File: src/rtl/alu_display_if.sv
// Bus between the ALU result source and the seven-segment display controller.
interface alu_display_if;
  logic       load_i;
  logic [7:0] result_i;
  logic [3:0] code_i;
  logic       scan_en_i;
  logic [1:0] scan_sel_o;
  logic [3:0] ones_o;
  logic [3:0] tens_o;
  logic [3:0] hundreds_o;
  logic [3:0] letter_o;
  logic       busy_o;
  logic       done_o;

  modport master (
    output load_i, result_i, code_i, scan_en_i,
    input  scan_sel_o, ones_o, tens_o, hundreds_o, letter_o, busy_o, done_o
  );

  modport slave (
    input  load_i, result_i, code_i, scan_en_i,
    output scan_sel_o, ones_o, tens_o, hundreds_o, letter_o, busy_o, done_o
  );
endinterface

File: src/rtl/alu_display_ctrl.sv
// Captures an 8-bit result, converts it to BCD by double-dabble and drives
// stable digit nibbles plus a free-running prescaled scan select.
module alu_display_ctrl #(
  parameter int unsigned REFRESH_DIV = 100000,
  parameter bit          BLANK_LZ    = 1'b1,
  parameter logic [3:0]  BLANK_CODE  = 4'hF
) (
  input  logic         clk,
  input  logic         rst,
  alu_display_if.slave bus
);

  localparam int unsigned   PW     = (REFRESH_DIV > 1) ? $clog2(REFRESH_DIV) : 1;
  localparam logic [PW-1:0] PS_MAX = PW'(REFRESH_DIV - 1);

  typedef enum logic [1:0] {IDLE, CONVERT, UPDATE} state_t;

  state_t        state_q;
  logic [PW-1:0] ps_q;
  logic [1:0]    sel_q;
  logic [7:0]    sr_q;
  logic [11:0]   bcd_q;
  logic [3:0]    iter_q;
  logic [3:0]    code_q;
  logic [3:0]    ones_q, tens_q, hund_q, letter_q;
  logic          busy_q, done_q;

  logic [11:0]   bcd_adj;
  logic [19:0]   shift_d;
  logic [3:0]    hund_d, tens_d;

  function automatic logic [11:0] dabble_adj(input logic [11:0] b);
    logic [11:0] r;
    r = b;
    for (int i = 0; i < 3; i++)
      if (b[4*i +: 4] >= 4'd5) r[4*i +: 4] = b[4*i +: 4] + 4'd3;
    return r;
  endfunction

  always_comb begin
    bcd_adj = dabble_adj(bcd_q);
    shift_d = {bcd_adj, sr_q} << 1;
    hund_d  = bcd_q[11:8];
    tens_d  = bcd_q[7:4];
    // Tens only blanks when hundreds is also zero, so 105 still shows "105".
    if (BLANK_LZ && bcd_q[11:8] == 4'd0) begin
      hund_d = BLANK_CODE;
      if (bcd_q[7:4] == 4'd0) tens_d = BLANK_CODE;
    end
  end

  // Scan path runs independently of the converter.
  always_ff @(posedge clk or posedge rst) begin
    if (rst) begin
      ps_q  <= '0;
      sel_q <= 2'b00;
    end else if (bus.scan_en_i) begin
      if (ps_q == PS_MAX) begin
        ps_q  <= '0;
        sel_q <= sel_q + 2'd1;
      end else begin
        ps_q  <= ps_q + 1'b1;
      end
    end
  end

  always_ff @(posedge clk or posedge rst) begin
    if (rst) begin
      state_q  <= IDLE;
      sr_q     <= '0;
      bcd_q    <= '0;
      iter_q   <= '0;
      code_q   <= '0;
      ones_q   <= '0;
      tens_q   <= '0;
      hund_q   <= '0;
      letter_q <= '0;
      busy_q   <= 1'b0;
      done_q   <= 1'b0;
    end else begin
      done_q <= 1'b0;
      case (state_q)
        IDLE: if (bus.load_i) begin
          sr_q    <= bus.result_i;
          code_q  <= bus.code_i;
          bcd_q   <= '0;
          iter_q  <= '0;
          busy_q  <= 1'b1;
          state_q <= CONVERT;
        end
        CONVERT: begin
          bcd_q  <= shift_d[19:8];
          sr_q   <= shift_d[7:0];
          iter_q <= iter_q + 4'd1;
          if (iter_q == 4'd7) state_q <= UPDATE;
        end
        UPDATE: begin
          ones_q   <= bcd_q[3:0];
          tens_q   <= tens_d;
          hund_q   <= hund_d;
          letter_q <= code_q;
          done_q   <= 1'b1;
          busy_q   <= 1'b0;
          state_q  <= IDLE;
        end
        default: state_q <= IDLE;
      endcase
    end
  end

  assign bus.scan_sel_o = sel_q;
  assign bus.ones_o     = ones_q;
  assign bus.tens_o     = tens_q;
  assign bus.hundreds_o = hund_q;
  assign bus.letter_o   = letter_q;
  assign bus.busy_o     = busy_q;
  assign bus.done_o     = done_q;

endmodule

File: src/flat_wrapper.sv
// flat-port wrapper written by rule: the top's interface ports become plain ports
module alu_display_ctrl_flat 
#(
  parameter int unsigned REFRESH_DIV = 100000,
  parameter bit          BLANK_LZ    = 1'b1,
  parameter logic [3:0]  BLANK_CODE  = 4'hF
)
  (clk, rst, bus_load_i, bus_result_i, bus_code_i, bus_scan_en_i, bus_scan_sel_o, bus_ones_o, bus_tens_o, bus_hundreds_o, bus_letter_o, bus_busy_o, bus_done_o);
  alu_display_if bus_i ();
  input  logic clk;
  input  logic rst;
  input wire logic [$bits(bus_i.load_i)-1:0] bus_load_i;
  input wire logic [$bits(bus_i.result_i)-1:0] bus_result_i;
  input wire logic [$bits(bus_i.code_i)-1:0] bus_code_i;
  input wire logic [$bits(bus_i.scan_en_i)-1:0] bus_scan_en_i;
  output wire logic [$bits(bus_i.scan_sel_o)-1:0] bus_scan_sel_o;
  output wire logic [$bits(bus_i.ones_o)-1:0] bus_ones_o;
  output wire logic [$bits(bus_i.tens_o)-1:0] bus_tens_o;
  output wire logic [$bits(bus_i.hundreds_o)-1:0] bus_hundreds_o;
  output wire logic [$bits(bus_i.letter_o)-1:0] bus_letter_o;
  output wire logic [$bits(bus_i.busy_o)-1:0] bus_busy_o;
  output wire logic [$bits(bus_i.done_o)-1:0] bus_done_o;
  assign bus_i.load_i = bus_load_i;
  assign bus_i.result_i = bus_result_i;
  assign bus_i.code_i = bus_code_i;
  assign bus_i.scan_en_i = bus_scan_en_i;
  assign bus_scan_sel_o = bus_i.scan_sel_o;
  assign bus_ones_o = bus_i.ones_o;
  assign bus_tens_o = bus_i.tens_o;
  assign bus_hundreds_o = bus_i.hundreds_o;
  assign bus_letter_o = bus_i.letter_o;
  assign bus_busy_o = bus_i.busy_o;
  assign bus_done_o = bus_i.done_o;
  alu_display_ctrl #(.REFRESH_DIV(REFRESH_DIV), .BLANK_LZ(BLANK_LZ), .BLANK_CODE(BLANK_CODE)) u_core (.clk(clk), .rst(rst), .bus(bus_i));
endmodule
File: config.mk
export PLATFORM = sky130hd
export DESIGN_NAME = alu_display_ctrl_flat
export DESIGN_NICKNAME = d
export VERILOG_FILES = /design/src/rtl/alu_display_if.sv /design/src/rtl/alu_display_ctrl.sv /design/src/flat_wrapper.sv
export SDC_FILE = /design/constraint.sdc
export NUM_CORES = 1
export LEC_CHECK = 0
export CAP_MARGIN = 20
export CORE_UTILIZATION = 40
export DETAILED_ROUTE_END_ITERATION = 8
export HOLD_SLACK_MARGIN = 0.08
export SLEW_MARGIN = 10
export SYNTH_ARGS = -nofsm -noshare
export SYNTH_HDL_FRONTEND = slang
export SYNTH_SLANG_ARGS = --single-unit
File: constraint.sdc
create_clock -name clk -period 3.4 [get_ports clk]
set_input_delay 0.68 -clock clk [delete_from_list [all_inputs] [get_ports clk]]
set_output_delay 0.68 -clock clk [all_outputs]
set_load 0.02 [all_outputs]
==> results of run 1 <==
-- per-layer routing --
layer | track usage | part of all wire | up-vias
met5 | 0 | 0 | -
met4 | 0.07504 | 0.018 | 0
met3 | 0.03416 | 0.039 | 8
met2 | 0.2602 | 0.46 | 56
met1 | 0.2313 | 0.48 | 1117
li1 | - | - | 1125
-- registers in the layout, summed over array words and instances (netlist names), 4 cells and up --
signal and flops:
u_core.sr_q 8, u_core.bus.ones_o 4, u_core.ps_q 17, u_core.iter_q 4, u_core.bcd_q 12, u_core.bus.letter_o 4, u_core.bus.tens_o 4, u_core.code_q 4
u_core.bus.hundreds_o 4
-- layout make-up --
type / count / area share
Sequential cell: 67 / 0.4443
Multi-Input combinational cell: 214 / 0.3389
Clock inverter: 4 / 0.02520
Tap cell: 99 / 0.03282
Inverter: 11 / 0.01094
Timing Repair Buffer: 39 / 0.1041
Clock buffer: 12 / 0.04377
-- cell usage in the layout (no fill, tap or decap), types with 2 or more instances in the layout --
cell	netlist	routed
inv_1	10	9
a32o_1	3	3
buf_4	0	3
clkbuf_8	0	12
dfrtp_1	67	67
xnor2_1	17	17
clkdlybuf4s50_1	0	35
nand2_1	64	64
nor3_1	5	5
nor2_1	22	22
bufinv_16	0	3
nor4_1	3	3
a21oi_1	6	6
mux2i_1	3	3
o21ai_0	14	14
and3_1	3	3
o22a_1	4	4
nand3_1	13	13
a22oi_1	6	6
mux2_2	2	2
o31ai_1	6	6
nand4_1	11	11
xor2_1	6	6
ha_1	8	8
nand2b_1	5	5
-- worst max-delay path by stage --
stage	cells past startpoint	end	slack, ns
after detailed placement	5	u_core.bcd_q[7]$_DFFE_PP0P_	0.91
after global routing	5	u_core.bcd_q[3]$_DFFE_PP0P_	1.14
after global placement	5	u_core.bcd_q[7]$_DFFE_PP0P_	0.94
after CTS	5	u_core.bcd_q[7]$_DFFE_PP0P_	1.26
final	5	u_core.bcd_q[7]$_DFFE_PP0P_	1.25
after floorplan	1	u_core.bcd_q[0]$_DFFE_PP0P_	1.04
-- cell families after synthesis --
group           share of synthesized area
compound gates                    0.09323
xor+xnor                          0.07146
fa+ha+maj                         0.03286
buf+inv                           0.03162
flops                              0.5503
mux                               0.01725
simple gates                       0.2033
-- synth_stat cells (8+ instances only) --
library cell  number  area, sq um
nor2_1            22        82.58
clkbuf_1           9        33.78
nand2_1           64        240.2
ha_1               8        100.1
o21ai_0           14        70.07
nand3_1           13        65.06
xnor2_1           17        148.9
dfrtp_1           67         1677
nand4_1           11        68.82
inv_1             10        37.54
-- worst max-delay path, cell delays in order --
cell and delay (ns):
clkdlybuf4s50_1 0.50, or3b_2 0.65, nand2_1 0.21, o31ai_1 0.10, a32o_1 0.23
-- metrics by stage --
stage	setup WS (ns)	hold WS [ns]	power [mW]	area [sq um]	util
final	1.252	0.4719	3.338	3774	0.5175
after global routing	1.142	0.4857	3.598	3774	0.5175
after CTS	1.265	0.4746	3.373	3774	0.5175
after detailed placement	0.9080	0.4587	2.520	3513	0.4818
after global placement	0.9380	0.4540	2.488	3513	0.4818
after floorplan	1.037	0.4386	2.117	3047	-
-- report_power, final --
part	internal, mW	switching (mW)
logic	0.543	0.625
clock network	0.546	0.297
registers	1.09	0.241
==> results.md, run 1 <==
- Number of global-route vias before repair: 2,171
- Num rows: 31
- Power Density: slightly below 900 nW/um^2
- Register area: 1677 sq um
- DR vias/cell: 5.170
- Initial antenna violation count: 0
- Post-synth top flop: dfrtp_1
- Root Driver: clkbuf_8
- Placed insts: 430
- Worst r2r path cells: 5
- Worst rel slew slack: 0.4738
- Net count, final: 366
- Core footprint: 7292 sq um
- Period minus WS final: approximately 2.1 ns
- Post-Synthesis Cell Area: between 3000 and 4000 sq um
- Critical Path Source Type: input port
- Drt first pass iters: 4
- Wire per inst: about 13 microns
- Worst path required time: roughly 3.6 ns
- Peak VDD IR: roughly 0.40 mV
- Layout cells sized above 1: 0.08069
- Worst hold path startpoint: u_core.bus.scan_sel_o[1]$_DFFE_PP0P_
- Syn_area_per_cell: ~10 sq um
- Max_cap viols: 0
- Crit Reg-Reg Startpoint: u_core.ps_q[1]$_DFFE_PP0P_
- Multi-input logic area: ~1300 sq um
- RSZ-0062 raised after global routing: false
- Critical path arrival: 2.37 ns
- PortBufs: 35
- R2R Path End: u_core.bus.scan_sel_o[0]$_DFFE_PP0P_
- Die H: 89.28 microns
- Die width: 89.28 microns
- Setup TNS: 0 ns
- Grt total ovfl: 0
- Placer Congestion: roughly 0.79
- Clock sink count: 67
- Die area: 7970 sq um
- # IOs: 36
- Critical Setup Path Class: input port to flop
- CTS buffer count: 9
- Endpoint kind of the worst setup timing path: flop
- Synth Instances: 304
- Worst Setup SP: bus_load_i
- WHS Endpoint: u_core.bus.scan_sel_o[1]$_DFFE_PP0P_
- Clock transition at path regs: 0.07 ns
- Diodes inserted: 0
- Area grow syn2layout: 23.86%
- H-tree Lvls: 3
- # DRC: 0
- Clock latency at the later pin of the worst-skew pair: ~0.33 ns
- Worst-Margin Slew: 0.7894 ns
- Max Slew Vio Count: 0
- Hold Crit Depth: 1
- Final setup vio count: 0
- CTS tree: yes
- Finished Layout Cells: 446
- Fraction of registers with async set/reset: 1.000
- Reg2Reg Setup Slack: ~1.5 ns
- Seq cells post-synth: 67
- Gr usage total: 0.1688
- Initial Util: 0.4178
- Count of cells resized by post-cts repair: 0
- First-pass GRT wire length: 10.18 mm
- Leak Pwr: 1.723 nW
- Clk buf depth: 2
- Final WL: between 5 and 6 mm
- HP Class: flop to flop
- Clock Skews: 0.005529 ns
- Largest net degree at the start of global routing: 37
- Netlist cell types: 38
- Syn_nets: 328
- Crit path max fanout: 17
- Routed via count: 2,306
- Fillers: between 700 and 800
- DRT iter0 DRCs: 89
- Hold buffer count at CTS: 0
- Status: complete, no violations
- Post-CTS Repair Setup Buffers: 0
- Post-synth EDFFs: 0
- Fmax: 465.5 MHz
- Post-route ant nets: 0
- Tcrit/Tclk final: 0.6318
- Post-synthesis sequential area ratio: 0.5503
- Hpwl dp: between 3 and 4 mm
- Final Hold Fails: 0
- Ys Warns: 0
Power figures use the tool's default switching activity.
==> inputs of run 2 (changes only) <==
Clock period 3.4 ns to 2.1 ns, I/O delays scaled along.
==> run 2 against run 1 <==
Effect of this change: clock power is 58% higher; clock skew is 0.0020 ns higher; first-iteration DRC count is 78% higher; via count is 0.22% lower; clock-buffer cell count is 2 lower; worst setup slack worse by 0.97 ns; hold slack worse by 0.0043 ns; global-route usage is 0.79 points higher; register-to-register slack worse by 1.2 ns; sequential share of layout area is 0.45 points lower; sequential cell count stayed put.
==> results.md, run 2 (synthesis gave the netlist of run 1 again) <==
- Status: complete, no violations (unchanged)
- Hold buffer count at CTS: 0 (unchanged)
- Number of global-route vias before repair: 2,285 (was 2,171)
- # DRC: 0 (unchanged)
- Critical Path Max Stage Delay: 0.63 ns (was 0.65 ns)
- Comb pwr share: 0.358 (was 0.350)
- Worst Hold Slack: 0.4676 ns (was 0.4719 ns)
- RSZ-0062 raised after global routing: false (unchanged)
- Area grow syn2layout: 25.13% (was 23.86%)
- Fmax: 549.8 MHz
- Die H: 89.28 microns (unchanged)
- PortBufs: 35 (unchanged)
- Hpwl dp: 4.055 mm (was 3.957 mm)
- Max_cap viols: 0 (unchanged)
- Routed via count: 2,301 (was 2,306)
- Largest Register: u_core.ps_q (unchanged)
- Clock Skews: 0.007499 ns (was 0.005529 ns)
- CTS buffer count: 9 (unchanged)
- Final setup vio count: 0 (unchanged)
- Placer Congestion: 0.8014 (was 0.7912)
- Tcrit/Tclk final: 0.8661
- Int Pwr: 3.485 mW (was 2.175 mW)
- Core Util, Final: 0.5228 (was 0.5175)
- Critical Setup Path Class: flop to output pin (was input port to flop)
- # IOs: 36 (unchanged)
- Worst rel slew slack: 0.6644 (was 0.4738)
- Bufs and invs on worst path: 1 (unchanged)
- Crit path max fanout: 3 (was 17)
- Grt total ovfl: 0 (unchanged)
- Setup TNS: 0 ns (unchanged)
- Net count, final: 372 (was 366)
- Max Slew Vio Count: 0 (unchanged)
- Die width: 89.28 microns (unchanged)
- DRT iter0 DRCs: 158 (was 89)
- Post-route ant nets: 0 (unchanged)
- Layout cells sized above 1: 0.09632 (was 0.08069)
- CTS tree: yes (unchanged)
- Post-CTS Repair Setup Buffers: 0 (unchanged)
- H-tree Lvls: 3 (unchanged)
- HP Class: flop to flop (unchanged)
- Endpoint kind of the worst setup timing path: output pin (was flop)
- Pwr Total: 5.418 mW (was 3.338 mW)
- Critical Path Source Type: flop (was input port)
- Core footprint: 7292 sq um (unchanged)
- Worst path required time: 1.68 ns (was 3.62 ns)
- Clk network pwr share: 0.245 (was 0.253)
- Final WL: 6.089 mm (was 5.853 mm)
- Wire per inst: 13.47 microns (was 13.12 microns)
- Post-place setup slack: 0.1547 ns (was 0.9080 ns)
- Diodes inserted: 0 (unchanged)
- Finished Layout Cells: 452 (was 446)
- Critical path arrival: 1.40 ns (was 2.37 ns)
- DR vias/cell: 5.091 (was 5.170)
- Initial Util: 0.4178 (unchanged)
- Period minus WS final: 1.819 ns
- Clock latency at the later pin of the worst-skew pair: 0.34 ns (was 0.33 ns)
- Switching portion of total power: 0.3568 (was 0.3484)
- Placed insts: 436 (was 430)
- Initial antenna violation count: 0 (unchanged)
- First-pass GRT wire length: 10.55 mm (was 10.18 mm)
- Clock transition at path regs: 0.08 ns (was 0.07 ns)
- Placed Area: 3562 sq um (was 3513 sq um)
- Setup ws final: 0.2812 ns (was 1.252 ns)
- Switching pwr: 1.933 mW (was 1.163 mW)
- Post-route cell area: 3812 sq um (was 3774 sq um)
- Most common cell after layout, fill and taps aside: dfrtp_1 (unchanged)
- Root Driver: clkbuf_8 (unchanged)
- Kind of cell adding the most delay to the critical path: buffers and inverters (was simple AND/OR/NAND/NOR gates)
- Clk buf depth: 2 (unchanged)
- CP max-delay cell: clkdlybuf4s50_1 (was or3b_2)
- CP cell instances: clkdlybuf4s50_1 (was clkdlybuf4s50_1 -> or3b_2 -> nand2_1 -> o31ai_1 -> a32o_1)
- Worst-Margin Slew: 0.5003 ns (was 0.7894 ns)
- Top Registers: u_core.ps_q x17, u_core.bcd_q x12, u_core.sr_q x8 (unchanged)
- Flop pwr share: 0.398 (was 0.397)
- Power Density: 1421 nW/um^2 (was 884.6 nW/um^2)
- Gr usage total: 0.1767 (was 0.1688)
- Most frequent cells in the layout: dfrtp_1 (67), nand2_1 (64), clkdlybuf4s50_1 (35), nor2_1 (22), xnor2_1 (17) (unchanged)
- Drt first pass iters: 4 (unchanged)
- Die area: 7970 sq um (unchanged)
- Count of cells resized by post-cts repair: 0 (unchanged)
- Leak Pwr: 1.731 nW (was 1.723 nW)
- Final Hold Fails: 0 (unchanged)
- Num rows: 31 (unchanged)
- Peak VDD IR: 0.5674 mV (was 0.3965 mV)
- Clock sink count: 67 (unchanged)
- Largest net degree at the start of global routing: 68 (was 37)
- Max reg flops: 17 (unchanged)
-- run 2: changes by cell type in the layout (fill, tap and decap cells not counted) --
cell and delta:
clkinvlp_4 +4, clkinv_2 -1, buf_4 +6, clkbuf_8 -2, inv_2 -1
-- run 2: per-layer routing --
metal / track usage / wire length (microns) / vias to the layer above
met4: 0.09235 / 141 / 0
li1: - / - / 1124
met5: 0 / 0 / -
met1: 0.2258 / 2939 / 1125
met2: 0.2880 / 2817 / 41
met3: 0.03139 / 190 / 11
-- run 2: final cells by class --
class,count,area (sq um)
inverter,11,45.04
timing repair buffer,45,437.9
clock inverter,6,112.6
sequential,67,1677
fill,720,3480
multi-input combinational,214,1279
clock buffer,10,137.6
tap,99,123.9
-- run 2: final timing paths --
path | startpoint | endpoint | slack [ns] | depth (start not counted)
worst max-delay path | u_core.bus.scan_sel_o[0]$_DFFE_PP0P_ | bus_scan_sel_o[0] | 0.28 | 1
worst min-delay path | u_core.bus.scan_sel_o[1]$_DFFE_PP0P_ | u_core.bus.scan_sel_o[1]$_DFFE_PP0P_ | 0.47 | 1
worst max register to register | u_core.bcd_q[4]$_DFFE_PP0P_ | u_core.bcd_q[6]$_DFFE_PP0P_ | 0.34 | 6
worst min register to register | u_core.bus.scan_sel_o[1]$_DFFE_PP0P_ | u_core.bus.scan_sel_o[1]$_DFFE_PP0P_ | 0.47 | 1
max in group asynchronous | rst | u_core.sr_q[6]$_DFFE_PP0P_ | 1.30 | 3
min in group asynchronous | rst | u_core.code_q[0]$_DFFE_PP0P_ | 0.51 | 3
-- run 2: power groups by stage --
| stage | combinational, mW | clock (mW) | sequential, mW |
|---|---|---|---|
| after CTS | 1.96 | 1.36 | 2.16 |
| after global placement | 1.89 | 0 | 2.17 |
| after floorplan | 1.17 | 0 | 2.25 |
| after detailed placement | 1.95 | 0 | 2.18 |
| final | 1.94 | 1.33 | 2.16 |
| after global routing | 2.19 | 1.40 | 2.23 |
==> inputs of run 3 (changes only) <==
--- a/config.mk
+++ b/config.mk
@@ -10,4 +10,5 @@
 export DETAILED_ROUTE_END_ITERATION = 8
 export HOLD_SLACK_MARGIN = 0.08
+export PLACE_DENSITY_LB_ADDON = 0.12
 export SLEW_MARGIN = 10
 export SYNTH_ARGS = -nofsm -noshare
==> constraint.sdc (replaced) <==
create_clock -name clk -period 2.1 [get_ports clk]
set_input_delay 0.42 -clock clk [delete_from_list [all_inputs] [get_ports clk]]
set_output_delay 0.42 -clock clk [all_outputs]
set_load 0.1 [all_outputs]
==> run 3 against run 2 <==
Effect of this change: via count is 2.3% lower; utilization is 0.69 points lower; sequential share of layout area increased by 0.59 points; first-iteration DRC count down 25%; final cell count unchanged; critical path depth rose by 5; routed wire length is 0.43% lower; largest power group is now combinational logic; die area unchanged; worst setup slack improved by 0.046 ns; largest cell class unchanged; maximum frequency grew 2.6%; clock skew fell by 0.0011 ns; sequential cell count is the same.
==> results.md, run 3 (synthesis gave the netlist of run 1 again) <==
- Status: complete, no violations (unchanged)
- Clock Skews: 0.006393 ns (was 0.007499 ns)
- Number of global-route vias before repair: 2,124 (was 2,285)
- Gr usage total: 0.1734 (was 0.1767)
- Core Util, Final: 0.5160 (was 0.5228)
- CTS buffer count: 9 (unchanged)
- PortBufs: 35 (unchanged)
- Multi-input logic area: 1279 sq um (unchanged)
- Register area: 1677 sq um (unchanged)
- First-pass GRT wire length: 10.32 mm (was 10.55 mm)
- Worst Setup SP: u_core.ps_q[0]$_DFFE_PP0P_ (was u_core.bus.scan_sel_o[0]$_DFFE_PP0P_)
- Critical path arrival: 2.06 ns (was 1.40 ns)
- Fmax: 564.2 MHz (was 549.8 MHz)
- Area grow syn2layout: 23.49% (was 25.13%)
- Peak VDD IR: 0.5221 mV (was 0.5674 mV)
- RSZ-0062 raised after global routing: false (unchanged)
- Clk buf depth: 2 (unchanged)
- Crit path max fanout: 10 (was 3)
- Final WL: 6.063 mm (was 6.089 mm)
- Net count, final: 372 (unchanged)
- Hpwl dp: 4.161 mm (was 4.055 mm)
- Critical Setup Path Class: flop to flop (was flop to output pin)
- Largest net degree at the start of global routing: 32 (was 68)
- Hold buffer count at CTS: 0 (unchanged)
- CP cell instances: ha_1 -> nand4b_1 -> nor3_2 -> and3_1 -> buf_12 -> xor2_2 (was clkdlybuf4s50_1)
- Leak Pwr: 1.761 nW (was 1.731 nW)
- Final Hold Fails: 0 (unchanged)
- Tcrit/Tclk final: 0.8440 (was 0.8661)
- Clock sink count: 67 (unchanged)
- DR vias/cell: 4.973 (was 5.091)
- Max reg flops: 17 (unchanged)
- Endpoint kind of the worst setup timing path: flop (was output pin)
- Crit Reg-Reg Startpoint: u_core.ps_q[0]$_DFFE_PP0P_ (was u_core.bcd_q[4]$_DFFE_PP0P_)
- Count of cells resized by post-cts repair: 0 (unchanged)
- Most common cell after layout, fill and taps aside: dfrtp_1 (unchanged)
- CP max-delay cell: dfrtp_1 (was clkdlybuf4s50_1)
- Pwr Total: 6.124 mW (was 5.418 mW)
- Final setup vio count: 0 (unchanged)
- Worst-Margin Slew: 0.5052 ns (was 0.5003 ns)
- Post-CTS Repair Setup Buffers: 0 (unchanged)
- Max_cap viols: 0 (unchanged)
- # IOs: 36 (unchanged)
- Layout cells sized above 1: 0.1530 (was 0.09632)
- Largest Register: u_core.ps_q (unchanged)
- Fillers: 698 (was 720)
- HP Class: input port to asynchronous set/reset pin (was flop to flop)
- Critical Path Max Stage Delay: 0.49 ns (was 0.63 ns)
- Root Driver: clkbuf_8 (unchanged)
- Placer Congestion: 0.7765 (was 0.8014)
- Worst path required time: 2.39 ns (was 1.68 ns)
- Clock transition at path regs: 0.08 ns (about the same)
- Worst rel slew slack: 0.6611 (was 0.6644)
- Wire per inst: 13.41 microns (was 13.47 microns)
- Post-route ant nets: 0 (unchanged)
- Diodes inserted: 0 (unchanged)
- Critical Path Source Type: flop (unchanged)
- Power Density: 1628 nW/um^2 (was 1421 nW/um^2)
- CTS tree: yes (unchanged)
- Num rows: 31 (unchanged)
- Die H: 89.28 microns (unchanged)
- Clock latency at the later pin of the worst-skew pair: 0.35 ns (was 0.34 ns)
- Grt total ovfl: 0 (unchanged)
- # DRC: 0 (unchanged)
- Die width: 89.28 microns (unchanged)
- Most frequent cells in the layout: dfrtp_1 (67), nand2_1 (64), buf_4 (27), nor2_1 (22), xnor2_1 (17) (was dfrtp_1 (67), nand2_1 (64), clkdlybuf4s50_1 (35), nor2_1 (22), xnor2_1 (17))
- H-tree Lvls: 3 (unchanged)
- Top Registers: u_core.ps_q x17, u_core.bcd_q x12, u_core.sr_q x8 (unchanged)
- Max Slew Vio Count: 0 (unchanged)
- Initial Util: 0.4178 (unchanged)
- DRT iter0 DRCs: 119 (was 158)
- Routed via count: 2,248 (was 2,301)
- Die area: 7970 sq um (unchanged)
- Drt first pass iters: 4 (unchanged)
- Period minus WS final: 1.772 ns (was 1.819 ns)
- Core footprint: 7292 sq um (unchanged)
- Initial antenna violation count: 0 (unchanged)
- Setup TNS: 0 ns (unchanged)
-- run 3: cell count changes in the layout (fill, tap and decap cells not counted) --
cell,change
buf_12,+2
buf_4,+18
bufinv_16,-1
clkbuf_8,-1
clkdlybuf4s50_1,-20
clkinv_4,+2
clkinvlp_4,-1
inv_6,+1
-- run 3: area by class of cell --
| type | instances | share of cell area |
|---|---|---|
| flip-flops and latches | 67 | 0.4456 |
| multi-input cells | 214 | 0.3399 |
| repair buffers | 45 | 0.1097 |
| clock buffers | 9 | 0.03292 |
| well taps | 99 | 0.03292 |
| clock inverters | 7 | 0.02694 |
| inverters | 11 | 0.01197 |
-- run 3: stage by stage --
| step | area (sq um) | std cells | worst slack [ns] | hold slack, ns |
|---|---|---|---|---|
| finish | 3762 | 452 | 0.3276 | 0.4282 |
| floorplan | 3050 | 304 | 0.4908 | 0.4386 |
| global placement | 3537 | 436 | 0.1372 | 0.4489 |
| global route | 3762 | 452 | 0.1848 | 0.4486 |
| detailed placement | 3537 | 436 | 0.1557 | 0.4524 |
| CTS | 3762 | 452 | 0.3385 | 0.4350 |
-- run 3: final timing paths --
check	end	slack, ns	cells after the start
min in group clk	u_core.bus.letter_o[3]$_DFFE_PP0P_	0.47	2
worst max-delay path	u_core.bus.scan_sel_o[0]$_DFFE_PP0P_	0.33	6
max in group asynchronous	u_core.sr_q[0]$_DFFE_PP0P_	1.18	3
worst min-delay path	u_core.bus.letter_o[1]$_DFFE_PP0P_	0.43	2
worst max register to register	u_core.bus.scan_sel_o[0]$_DFFE_PP0P_	0.33	6
worst min register to register	u_core.bus.letter_o[3]$_DFFE_PP0P_	0.47	2
-- run 3: worst max-delay path: cells and delay by family (launching register included) --
| family | cells | cell delay, ns |
|---|---|---|
| DFF | 1 | 0.49 |
| xor gates and xnor gates | 1 | 0.12 |
| buffers and inverters | 1 | 0.14 |
| adders and majority gates | 1 | 0.37 |
| and+or+nand+nor | 3 | 0.59 |
-- run 3: metal layers --
| metal | wire length [microns] | vias to the layer above | GRT usage | share of wire |
|---|---|---|---|---|
| met4 | 128 | 0 | 0.08658 | 0.021 |
| li1 | - | 1131 | - | - |
| met2 | 2672 | 50 | 0.2616 | 0.44 |
| met1 | 2992 | 1058 | 0.2376 | 0.49 |
| met3 | 270 | 9 | 0.03601 | 0.045 |
| met5 | 0 | - | 0 | 0 |
-- run 3: report_power, final --
part           internal, mW  switching [mW]  total [mW]
clock network         0.676           0.532        1.21
registers              1.76           0.399        2.16
logic                 0.859            1.90        2.76
